## src/rtl/dataram_ctrl_if.sv

```systemverilog
// CPU-side request/response bundle of the internal data RAM access sequencer.
interface dataram_ctrl_if;
  logic       req;
  logic [2:0] op;
  logic [7:0] baddr;
  logic [7:0] wdata;
  logic       wbit;
  logic       busy;
  logic       done;
  logic       err;
  logic [7:0] rdata;
  logic       rbit;

  modport master (
    output req, op, baddr, wdata, wbit,
    input  busy, done, err, rdata, rbit
  );

  modport slave (
    input  req, op, baddr, wdata, wbit,
    output busy, done, err, rdata, rbit
  );
endinterface

```

## src/rtl/dataram_ctrl.sv

```systemverilog
// Internal data RAM access sequencer: decodes 8051 byte/bit addresses and runs
// read, write and read-modify-write cycles on the RAM bus with registered outputs.
module dataram_ctrl #(
  parameter int unsigned RD_LAT = 1
) (
  input  logic           clk,
  input  logic           rst_n,
  dataram_ctrl_if.slave  cpu,
  output logic           ram_CS,
  output logic           ram_RW,
  output logic           ram_Bb,
  output logic [7:0]     ram_addr,
  output logic [7:0]     ram_position,
  output logic [7:0]     ram_din,
  output logic           ram_bin,
  input  logic [7:0]     ram_dout,
  input  logic           ram_bout
);

  typedef enum logic [1:0] {IDLE, RD, WR, DONE} state_t;

  localparam logic [2:0] OP_BRD = 3'd0;
  localparam logic [2:0] OP_BWR = 3'd1;
  localparam logic [2:0] OP_TRD = 3'd2;
  localparam logic [2:0] OP_TWR = 3'd3;
  localparam logic [2:0] OP_CPL = 3'd4;
  localparam logic [2:0] OP_INC = 3'd5;
  localparam logic [2:0] OP_DEC = 3'd6;
  localparam logic [2:0] OP_RSV = 3'd7;
  localparam logic [2:0] LAST   = 3'(RD_LAT - 1);

  function automatic logic [7:0] step_byte(input logic [7:0] v, input logic dn);
    return dn ? (v - 8'd1) : (v + 8'd1);
  endfunction

  state_t      state, state_n;
  logic [2:0]  cnt;
  logic [2:0]  op_q;
  logic        bb_q;
  logic [7:0]  addr_q, pos_q;
  logic        err_q;
  logic [7:0]  rdata_q;
  logic        rbit_q;

  logic [2:0]  c_op;
  logic        c_bb;
  logic [7:0]  c_addr, c_pos;
  logic        fault, accept, rd_last;
  logic [7:0]  wv_byte;
  logic        wv_bit;
  logic        cs_n, rw_n, bb_n, bin_n;
  logic [7:0]  addr_n, pos_n, din_n;

  assign fault   = (cpu.op == OP_RSV) || cpu.baddr[7];
  assign accept  = (state == IDLE) && cpu.req;
  assign rd_last = (cnt == LAST);

  // In IDLE the target comes straight from the request so the first bus
  // cycle can be registered at the accept edge; afterwards it is latched.
  always_comb begin
    c_op   = op_q;
    c_bb   = bb_q;
    c_addr = addr_q;
    c_pos  = pos_q;
    if (state == IDLE) begin
      c_op   = cpu.op;
      c_bb   = !(cpu.op inside {OP_TRD, OP_TWR, OP_CPL});
      c_addr = c_bb ? cpu.baddr : {4'h2, cpu.baddr[6:3]};
      c_pos  = c_bb ? 8'h00 : (8'h01 << cpu.baddr[2:0]);
    end
  end

  // RMW write data is derived from the RAM output at the final RD edge,
  // the same edge that captures it into rdata/rbit.
  always_comb begin
    wv_byte = cpu.wdata;
    if (c_op == OP_INC)      wv_byte = step_byte(ram_dout, 1'b0);
    else if (c_op == OP_DEC) wv_byte = step_byte(ram_dout, 1'b1);
    wv_bit = (c_op == OP_CPL) ? ~ram_bout : cpu.wbit;
  end

  always_comb begin
    state_n = state;
    case (state)
      IDLE: begin
        if (cpu.req) begin
          if (fault)                                 state_n = DONE;
          else if (cpu.op inside {OP_BWR, OP_TWR})  state_n = WR;
          else                                       state_n = RD;
        end
      end
      RD: begin
        if (rd_last) state_n = (op_q inside {OP_BRD, OP_TRD}) ? DONE : WR;
      end
      WR:      state_n = DONE;
      DONE:    state_n = IDLE;
      default: state_n = IDLE;
    endcase
  end

  always_comb begin
    cs_n   = 1'b1;
    rw_n   = 1'b1;
    bb_n   = 1'b1;
    addr_n = 8'h00;
    pos_n  = 8'h00;
    din_n  = 8'h00;
    bin_n  = 1'b0;
    if (state_n == RD || state_n == WR) begin
      cs_n   = 1'b0;
      bb_n   = c_bb;
      addr_n = c_addr;
      pos_n  = c_pos;
    end
    if (state_n == WR) begin
      rw_n  = 1'b0;
      din_n = c_bb ? wv_byte : 8'h00;
      bin_n = c_bb ? 1'b0 : wv_bit;
    end
  end

  always_ff @(posedge clk) begin
    if (!rst_n) begin
      state        <= IDLE;
      cnt          <= 3'd0;
      op_q         <= OP_BRD;
      err_q        <= 1'b0;
      rdata_q      <= 8'h00;
      rbit_q       <= 1'b0;
      ram_CS       <= 1'b1;
      ram_RW       <= 1'b1;
      ram_Bb       <= 1'b1;
      ram_addr     <= 8'h00;
      ram_position <= 8'h00;
      ram_din      <= 8'h00;
      ram_bin      <= 1'b0;
    end else begin
      state        <= state_n;
      cnt          <= (state == RD && state_n == RD) ? cnt + 3'd1 : 3'd0;
      ram_CS       <= cs_n;
      ram_RW       <= rw_n;
      ram_Bb       <= bb_n;
      ram_addr     <= addr_n;
      ram_position <= pos_n;
      ram_din      <= din_n;
      ram_bin      <= bin_n;
      if (accept) begin
        err_q <= fault;
        op_q  <= cpu.op;
      end
      if (state == RD && rd_last) begin
        if (bb_q) rdata_q <= ram_dout;
        else      rbit_q  <= ram_bout;
      end
    end
  end

  always_ff @(posedge clk) begin
    if (accept) begin
      bb_q   <= c_bb;
      addr_q <= c_addr;
      pos_q  <= c_pos;
    end
  end

  assign cpu.busy  = (state != IDLE);
  assign cpu.done  = (state == DONE);
  assign cpu.err   = err_q;
  assign cpu.rdata = rdata_q;
  assign cpu.rbit  = rbit_q;

endmodule

```

## src/flat_wrapper.sv

```systemverilog
// flat-port wrapper written by rule: the top's interface ports become plain ports
module dataram_ctrl_flat 
#(
  parameter int unsigned RD_LAT = 1
)
  (clk, rst_n, ram_CS, ram_RW, ram_Bb, ram_addr, ram_position, ram_din, ram_bin, ram_dout, ram_bout, cpu_req, cpu_op, cpu_baddr, cpu_wdata, cpu_wbit, cpu_busy, cpu_done, cpu_err, cpu_rdata, cpu_rbit);
  dataram_ctrl_if cpu_i ();
  input  logic clk;
  input  logic rst_n;
  output logic ram_CS;
  output logic ram_RW;
  output logic ram_Bb;
  output logic [7:0] ram_addr;
  output logic [7:0] ram_position;
  output logic [7:0] ram_din;
  output logic ram_bin;
  input  logic [7:0] ram_dout;
  input  logic ram_bout;
  input wire logic [$bits(cpu_i.req)-1:0] cpu_req;
  input wire logic [$bits(cpu_i.op)-1:0] cpu_op;
  input wire logic [$bits(cpu_i.baddr)-1:0] cpu_baddr;
  input wire logic [$bits(cpu_i.wdata)-1:0] cpu_wdata;
  input wire logic [$bits(cpu_i.wbit)-1:0] cpu_wbit;
  output wire logic [$bits(cpu_i.busy)-1:0] cpu_busy;
  output wire logic [$bits(cpu_i.done)-1:0] cpu_done;
  output wire logic [$bits(cpu_i.err)-1:0] cpu_err;
  output wire logic [$bits(cpu_i.rdata)-1:0] cpu_rdata;
  output wire logic [$bits(cpu_i.rbit)-1:0] cpu_rbit;
  assign cpu_i.req = cpu_req;
  assign cpu_i.op = cpu_op;
  assign cpu_i.baddr = cpu_baddr;
  assign cpu_i.wdata = cpu_wdata;
  assign cpu_i.wbit = cpu_wbit;
  assign cpu_busy = cpu_i.busy;
  assign cpu_done = cpu_i.done;
  assign cpu_err = cpu_i.err;
  assign cpu_rdata = cpu_i.rdata;
  assign cpu_rbit = cpu_i.rbit;
  dataram_ctrl #(.RD_LAT(RD_LAT)) u_core (.clk(clk), .rst_n(rst_n), .cpu(cpu_i), .ram_CS(ram_CS), .ram_RW(ram_RW), .ram_Bb(ram_Bb), .ram_addr(ram_addr), .ram_position(ram_position), .ram_din(ram_din), .ram_bin(ram_bin), .ram_dout(ram_dout), .ram_bout(ram_bout));
endmodule
```

## config.mk

```make
export PLATFORM = sky130hd
export DESIGN_NAME = dataram_ctrl_flat
export DESIGN_NICKNAME = d
export VERILOG_FILES = /design/src/rtl/dataram_ctrl_if.sv /design/src/rtl/dataram_ctrl.sv /design/src/flat_wrapper.sv
export SDC_FILE = /design/constraint.sdc
export NUM_CORES = 1
export LEC_CHECK = 0
export ABC_AREA = 1
export ABC_CLOCK_PERIOD_IN_PS = 3000
export CORE_MARGIN = 3
export CORE_UTILIZATION = 38
export CTS_CLUSTER_SIZE = 16
export DETAILED_ROUTE_END_ITERATION = 12
export PLACE_DENSITY = 0.72
export SYNTH_ARGS = -nofsm -noshare
export SYNTH_HDL_FRONTEND = slang
export SYNTH_SLANG_ARGS = --single-unit
```

## constraint.sdc

```tcl
create_clock -name clk -period 3 [get_ports clk]
set_input_delay 0.6 -clock clk [delete_from_list [all_inputs] [get_ports clk]]
set_output_delay 0.6 -clock clk [all_outputs]
set_load 0.02 [all_outputs]
```

==> flow_metrics.tcl, run 1 <==
set metrics [dict create \
    min_period_over_period 0.830 \
    hold_end "u_core.cnt[0]" \
    rr_worst_depth 10 \
    min-delay-start "u_core.cnt[0]" \
    clk_latency_ps 340 \
    cts_buffers 9 \
    synth_fp_nets 412 \
    die_y_um 93.9 \
    crit_family "buffers and inverters" \
    place_ws_ps 205 \
    drv_cap 0 \
    post-synth-top-area-cell "dfxtp_1" \
    nFillCells 706 \
    cp_data_required_time_ps 3260 \
    grt_use_total 0.169 \
    nets 489 \
    drt_pass1_iterations 4 \
    grt_start_max_net_pins 22 \
    cts_buffer_depth 2 \
    antenna_found_initial 0 \
    drive_gt1_frac 0.0768 \
    hold_buffers 0 \
    pin_count 72 \
    fin_skew_ps 7.92 \
    port_buffers 71 \
    path_clk_slew_ps 70 \
    yosysSeqAreaShare 0.488 \
    hp-class "reg -> reg" \
    r2r-end "u_core.ram_addr[1]" \
    finalNonFillerCells 555 \
    synth-edff-count 17 \
    crit_path_max_incr_delay_ps 560 \
    grt_pass1_vias 2474 \
    htreeDepth 3 \
    grt_first_pass_wirelength_mm 11.6 \
    path_max_fanout 16 \
    start_kind "input pin" \
    hpwl_mm 5.24 \
    antennaDiodeCount 0 \
    critPathBufInv 3 \
    worst-setup-path-type "in -> reg" \
    dieArea_sq_um 8810 \
    setup_slack_ps 511 \
    arrival_ps 2750 \
    drcViolationCount 0 \
    rsz0062_at_grt "no" \
    timing.final.crit_period_ps 2490 \
    power.leakage_nw 1.73 \
    outcome "finished clean" \
    cts_root_buffer "clkbuf_8" \
    ant_nets 0 \
    vdd_ir_drop_max_v 0.000362 \
    via_per_inst 4.82 \
    hold_violations 0 \
    worst_slew_pin_slew_ps 502 \
    cts.sinks 63 \
    final_util 0.533 \
    globalplace.congestion 0.851 \
    netlist_instances 374 \
    cp_num_cells 9 \
    die_x_um 93.9 \
    cts_tree "done" \
    ys_ff_latch 63 \
    reg2reg_from "u_core.cnt[0]" \
    holdPathStages 1 \
    fmax_mhz 402 \
    slew_headroom 0.665 \
    synth_async_sr_flop_share 0 \
    grt-ovfl-total 0 \
    regToRegSetupSlack_ps 760 \
    regArea_sq_um 1430 \
    area_growth_pct 33.8 \
    end_kind "flip-flop" \
    synth_top_area_share 0.314 \
    synthFlopType "dfxtp_1" \
    setup_tns_ps 0 \
    synthesis.area_sq_um 2930 \
    drv_slew 0 \
    drt_iter0_drc 108 \
    post_cts_buffers 0 \
    num_vias 2675 \
    wl_mm 6.99 \
    setup_viol 0 \
    yosysMostFrequentCell "nand2_1" \
    row_count 31 \
    design.core.area_sq_um 7370 \
    wl_per_cell_um 12.6 \
    power_density_nw_per_um2 697 \
    synth_area_leaders "dfxtp_1 31%, edfxtp_1 17%, nand2_1 12%, inv_1 7.0%, nand3_1 6.0%" \
    crit_chain "clkdlybuf4s50_1 > inv_1 > o31ai_1 > nand2_1 > nand2_1 > ha_1 > nor2_1 > inv_1 > nor3_1" \
    yosysWarnings 0 \
    start_util 0.398 \
    slowest_stage "clkdlybuf4s50_1" \
    cts_resized 0 \
    avgSynthCellArea_sq_um 7.84 \
    dp_cells 539 \
    synth_cell_types 37 \
    synth_common_cells "92 x nand2_1, 55 x inv_1, 46 x dfxtp_1" \
    multi_input_area_sq_um 1240 \
]
logic make-up (layout without fill, tap and decap cells):
logic type,after synthesis,after routing,synth area share
xor gates and xnor gates,4,4,0.0119
and+or+nand+nor,180,180,0.281
AOI/OAI and AO/OA,55,55,0.105
buffers and inverters,66,148,0.0892
DFF,63,63,0.488
adders and majority gates,6,6,0.0256
flip-flops by register name, indices dropped and copies added, names as in the netlist:
register,cells
u_core.op_q,3
u_core.bb_q,1
u_core.pos_q,8
u_core.ram_CS,1
u_core.ram_Bb,1
u_core.ram_addr,8
u_core.state,2
u_core.addr_q,8
u_core.cpu.err,1
u_core.cpu.rdata,8
u_core.ram_position,8
u_core.ram_bin,1
u_core.cnt,3
u_core.cpu.rbit,1
u_core.ram_din,8
u_core.ram_RW,1
worst register-to-register path: cells and delay by family (launching register included):
kind            cells  cell delay (ps)
simple gates        5              820
fa+ha+maj           2              480
flops               1              350
buf+inv             2              340
compound gates      1              180
worst max path at each step:
stage                     from                endpoint  slack (ps)
4_1_cts              cpu_op[2]      u_core.ram_addr[2]         530
3_5_place_dp         cpu_op[2]      u_core.ram_addr[1]         200
3_3_place_gp         cpu_op[2]      u_core.ram_addr[1]         330
6_report             cpu_op[2]      u_core.ram_addr[1]         510
5_1_grt              cpu_op[2]      u_core.ram_addr[0]         330
2_1_floorplan  u_core.state[0]  u_core.ram_position[2]         860
metrics by stage:
stage | total power [mW] | hold WS (ps) | instance area, sq um
5_1_grt | 2.92 | 466 | 3930
2_1_floorplan | 1.73 | 417 | 2930
3_5_place_dp | 2.10 | 441 | 3750
3_3_place_gp | 2.08 | 429 | 3750
6_report | 2.74 | 452 | 3930
4_1_cts | 2.77 | 453 | 3930
per-layer routing:
layer | wire length, um | vias up | part of all wire | GRT usage
met3 | 512 | 14 | 0.073 | 0.0417
met1 | 3250 | 1211 | 0.46 | 0.232
li1 | - | 1351 | - | -
met4 | 130 | 0 | 0.019 | 0.0674
met2 | 3100 | 99 | 0.44 | 0.253
met5 | 0 | - | 0 | 0
layout by cell type (no fill, tap or decap), types with 2 or more instances in the layout:
cell type	synthesis	layout
a21oi_1	33	33
buf_4	0	4
clkbuf_8	0	10
clkdlybuf4s50_1	0	71
clkinv_2	0	2
clkinvlp_4	0	2
dfxtp_1	46	46
edfxtp_1	17	17
ha_1	6	6
inv_1	55	55
nand2_1	92	92
nand2_2	4	4
nand2_4	2	2
nand3_1	35	35
nand4_1	2	2
nor2_1	30	30
nor2_2	2	2
nor2_4	2	2
nor3_1	4	4
o211ai_1	2	2
o21ai_0	11	11
o22ai_1	3	3
xnor2_1	2	2
xor2_1	2	2
power breakdown:
group / internal [mW] / switching (mW) / total (mW)
clock: 0.321 / 0.334 / 0.655
combinational: 0.373 / 0.587 / 0.960
sequential: 1.05 / 0.0685 / 1.12
layout make-up:
cell class | count | share of cell area
Sequential cell | 63 | 0.365
Timing Repair Buffer | 75 | 0.189
Inverter | 57 | 0.0545
Multi-Input combinational cell | 245 | 0.316
Clock inverter | 5 | 0.00861
Tap cell | 99 | 0.0316
Clock buffer | 11 | 0.0360
(Power assumes the default switching activity.)
==> inputs of run 2 (changes only) <==
--- a/config.mk
+++ b/config.mk
@@ -6,7 +6,7 @@
 export NUM_CORES = 1
 export LEC_CHECK = 0
 export ABC_AREA = 1
-export ABC_CLOCK_PERIOD_IN_PS = 3000
+export ABC_CLOCK_PERIOD_IN_PS = 2300
 export CORE_MARGIN = 3
 export CORE_UTILIZATION = 38
 export CTS_CLUSTER_SIZE = 16
==> constraint.sdc (replaced) <==
create_clock -name clk -period 2.3 [get_ports clk]
set_input_delay 0.46 -clock clk [delete_from_list [all_inputs] [get_ports clk]]
set_output_delay 0.46 -clock clk [all_outputs]
set_load 0.02 [all_outputs]
==> run 2 against run 1 <==
Net effect: global-route usage rose by 0.27 points; clock-buffer cell count fell by 1; sequential power rose by 30%; cell count rose by 2.9%; utilization rose by 2.4 points; die area did not move; setup slack got worse by 290 ps; clock skew rose by 1.4 ps; combinational power rose by 39%; hold slack got worse by 3.2 ps; critical path type is now reg -> out; critical endpoint is now cpu_busy.
==> flow_metrics.tcl, run 2 (synthesis gave the netlist of run 1 again) <==
set metrics [dict create \
    mostFrequentLayoutCells "92 x nand2_1, 71 x clkdlybuf4s50_1, 55 x inv_1" \
    port_buffers 71 \
    end_kind "output pin" \
    cts_root_buffer "clkbuf_8" \
    globalplace.congestion 0.903 \
    dpl_cell_area_sq_um 3870 \
    htreeDepth 3 \
    fin_area_sq_um 4100 \
    outcome "finished clean" \
    nFillCells 705 \
    critPathBufInv 2 \
    drv_cap 0 \
    regToRegSetupSlack_ps 320 \
    nets 505 \
    grt_first_pass_wirelength_mm 11.8 \
    timing.final.crit_period_ps 2080 \
    path_max_fanout 6 \
    power.leakage_nw 1.83 \
    start_kind "flip-flop" \
    design.core.area_sq_um 7370 \
    drt_iter0_drc 125 \
    start_util 0.398 \
    cts_resized 0 \
    path_clk_slew_ps 70 \
    worst_slew_pin_slew_ps 456 \
    row_count 31 \
    antennaDiodeCount 0 \
    cts_tree "done" \
    post_cts_buffers 0 \
    setup_tns_ps 0 \
    fmax_mhz 481 \
    rr_worst_depth 11 \
    ant_nets 0 \
    reg2reg_from "u_core.cnt[0]" \
    crit_chain "inv_1 > nand2_1 > clkdlybuf4s50_1" \
    pin_count 72 \
    cp_data_required_time_ps 1840 \
    rsz0062_at_grt "no" \
    num_vias 2673 \
    slew_headroom 0.694 \
    grt_use_total 0.171 \
    clk_latency_ps 340 \
    arrival_ps 1620 \
    cp_num_cells 3 \
    via_per_inst 4.68 \
    drive_gt1_frac 0.110 \
    crit_end "cpu_busy" \
    cp-startpoint "u_core.state[0]" \
    drcViolationCount 0 \
    crit_path_max_incr_delay_ps 630 \
    wl_per_cell_um 12.2 \
    fin_skew_ps 9.30 \
    antenna_found_initial 0 \
    fin_total_pwr_mw 3.88 \
    dp_cells 555 \
    crit_family "buffers and inverters" \
    die_y_um 93.9 \
    cts_buffer_depth 2 \
    vdd_ir_drop_max_v 0.000419 \
    grt_pass1_vias 2527 \
    area_growth_pct 39.8 \
    hp-class "reg -> reg" \
    worst-setup-path-type "reg -> out" \
    r2r-end "u_core.ram_addr[1]" \
    dieArea_sq_um 8810 \
    min_period_over_period 0.904 \
    grt-ovfl-total 0 \
    power_density_nw_per_um2 946 \
    hold_buffers 0 \
    drt_pass1_iterations 4 \
    drv_slew 0 \
    final_common_cell "nand2_1" \
    finalNonFillerCells 571 \
    cts.sinks 63 \
    setup_viol 0 \
    hpwl_mm 5.37 \
    wl_mm 6.99 \
    hold_violations 0 \
    cts_buffers 9 \
    die_x_um 93.9 \
    grt_start_max_net_pins 20 \
    slowest_stage "clkdlybuf4s50_1" \
]
-- run 2: cell count changes in the layout (fill, tap and decap cells not counted), sizes merged --
| cell | change |
|---|---|
| buf | +16 |
| bufinv | +2 |
| clkbuf | -1 |
| clkinv | -2 |
| inv | +1 |
-- run 2: worst min-delay path by stage --
| stage | from | end | slack (ps) | cells after the start |
|---|---|---|---|---|
| finish | u_core.cnt[0] | u_core.cnt[0] | 450 | 1 |
| global route | u_core.cpu.rdata[0] | u_core.cpu.rdata[0] | 480 | 2 |
| CTS | u_core.cnt[0] | u_core.cnt[0] | 450 | 1 |
| detailed placement | u_core.cnt[0] | u_core.cnt[0] | 440 | 1 |
| global placement | u_core.cnt[0] | u_core.cnt[0] | 430 | 1 |
| floorplan | u_core.cnt[0] | u_core.cnt[0] | 420 | 1 |
-- run 2: layout make-up --
class	instances	area (sq um)	area share
sequential	63	1430	0.349
multi-input combinational	245	1240	0.302
timing repair buffer	91	861	0.210
inverter	57	214	0.0522
clock buffer	10	138	0.0336
tap	99	124	0.0302
clock inverter	6	92.6	0.0226
-- run 2: through the flow --
stage                     hold slack (ps)   util  setup slack (ps)
after CTS                             448  0.556               177
after global placement                432  0.525              5.59
after floorplan                       417      -               164
final                                 449  0.556               220
after detailed placement              437  0.525             -96.3
after global routing                  476  0.556              62.1
-- run 2: report_power, final --
part	internal, mW	leakage [nW]	switching [mW]
registers	1.37	0.538	0.0892
logic	0.555	1.19	0.775
clock network	0.645	0.109	0.442
total	2.57	1.83	1.31
-- run 2: per-layer routing --
layer / share of wire / global-route usage / vias up
met3: 0.054 / 0.0441 / 10
met5: 0 / 0 / -
met2: 0.45 / 0.255 / 70
li1: - / - / 1386
met1: 0.48 / 0.231 / 1207
met4: 0.013 / 0.0818 / 0
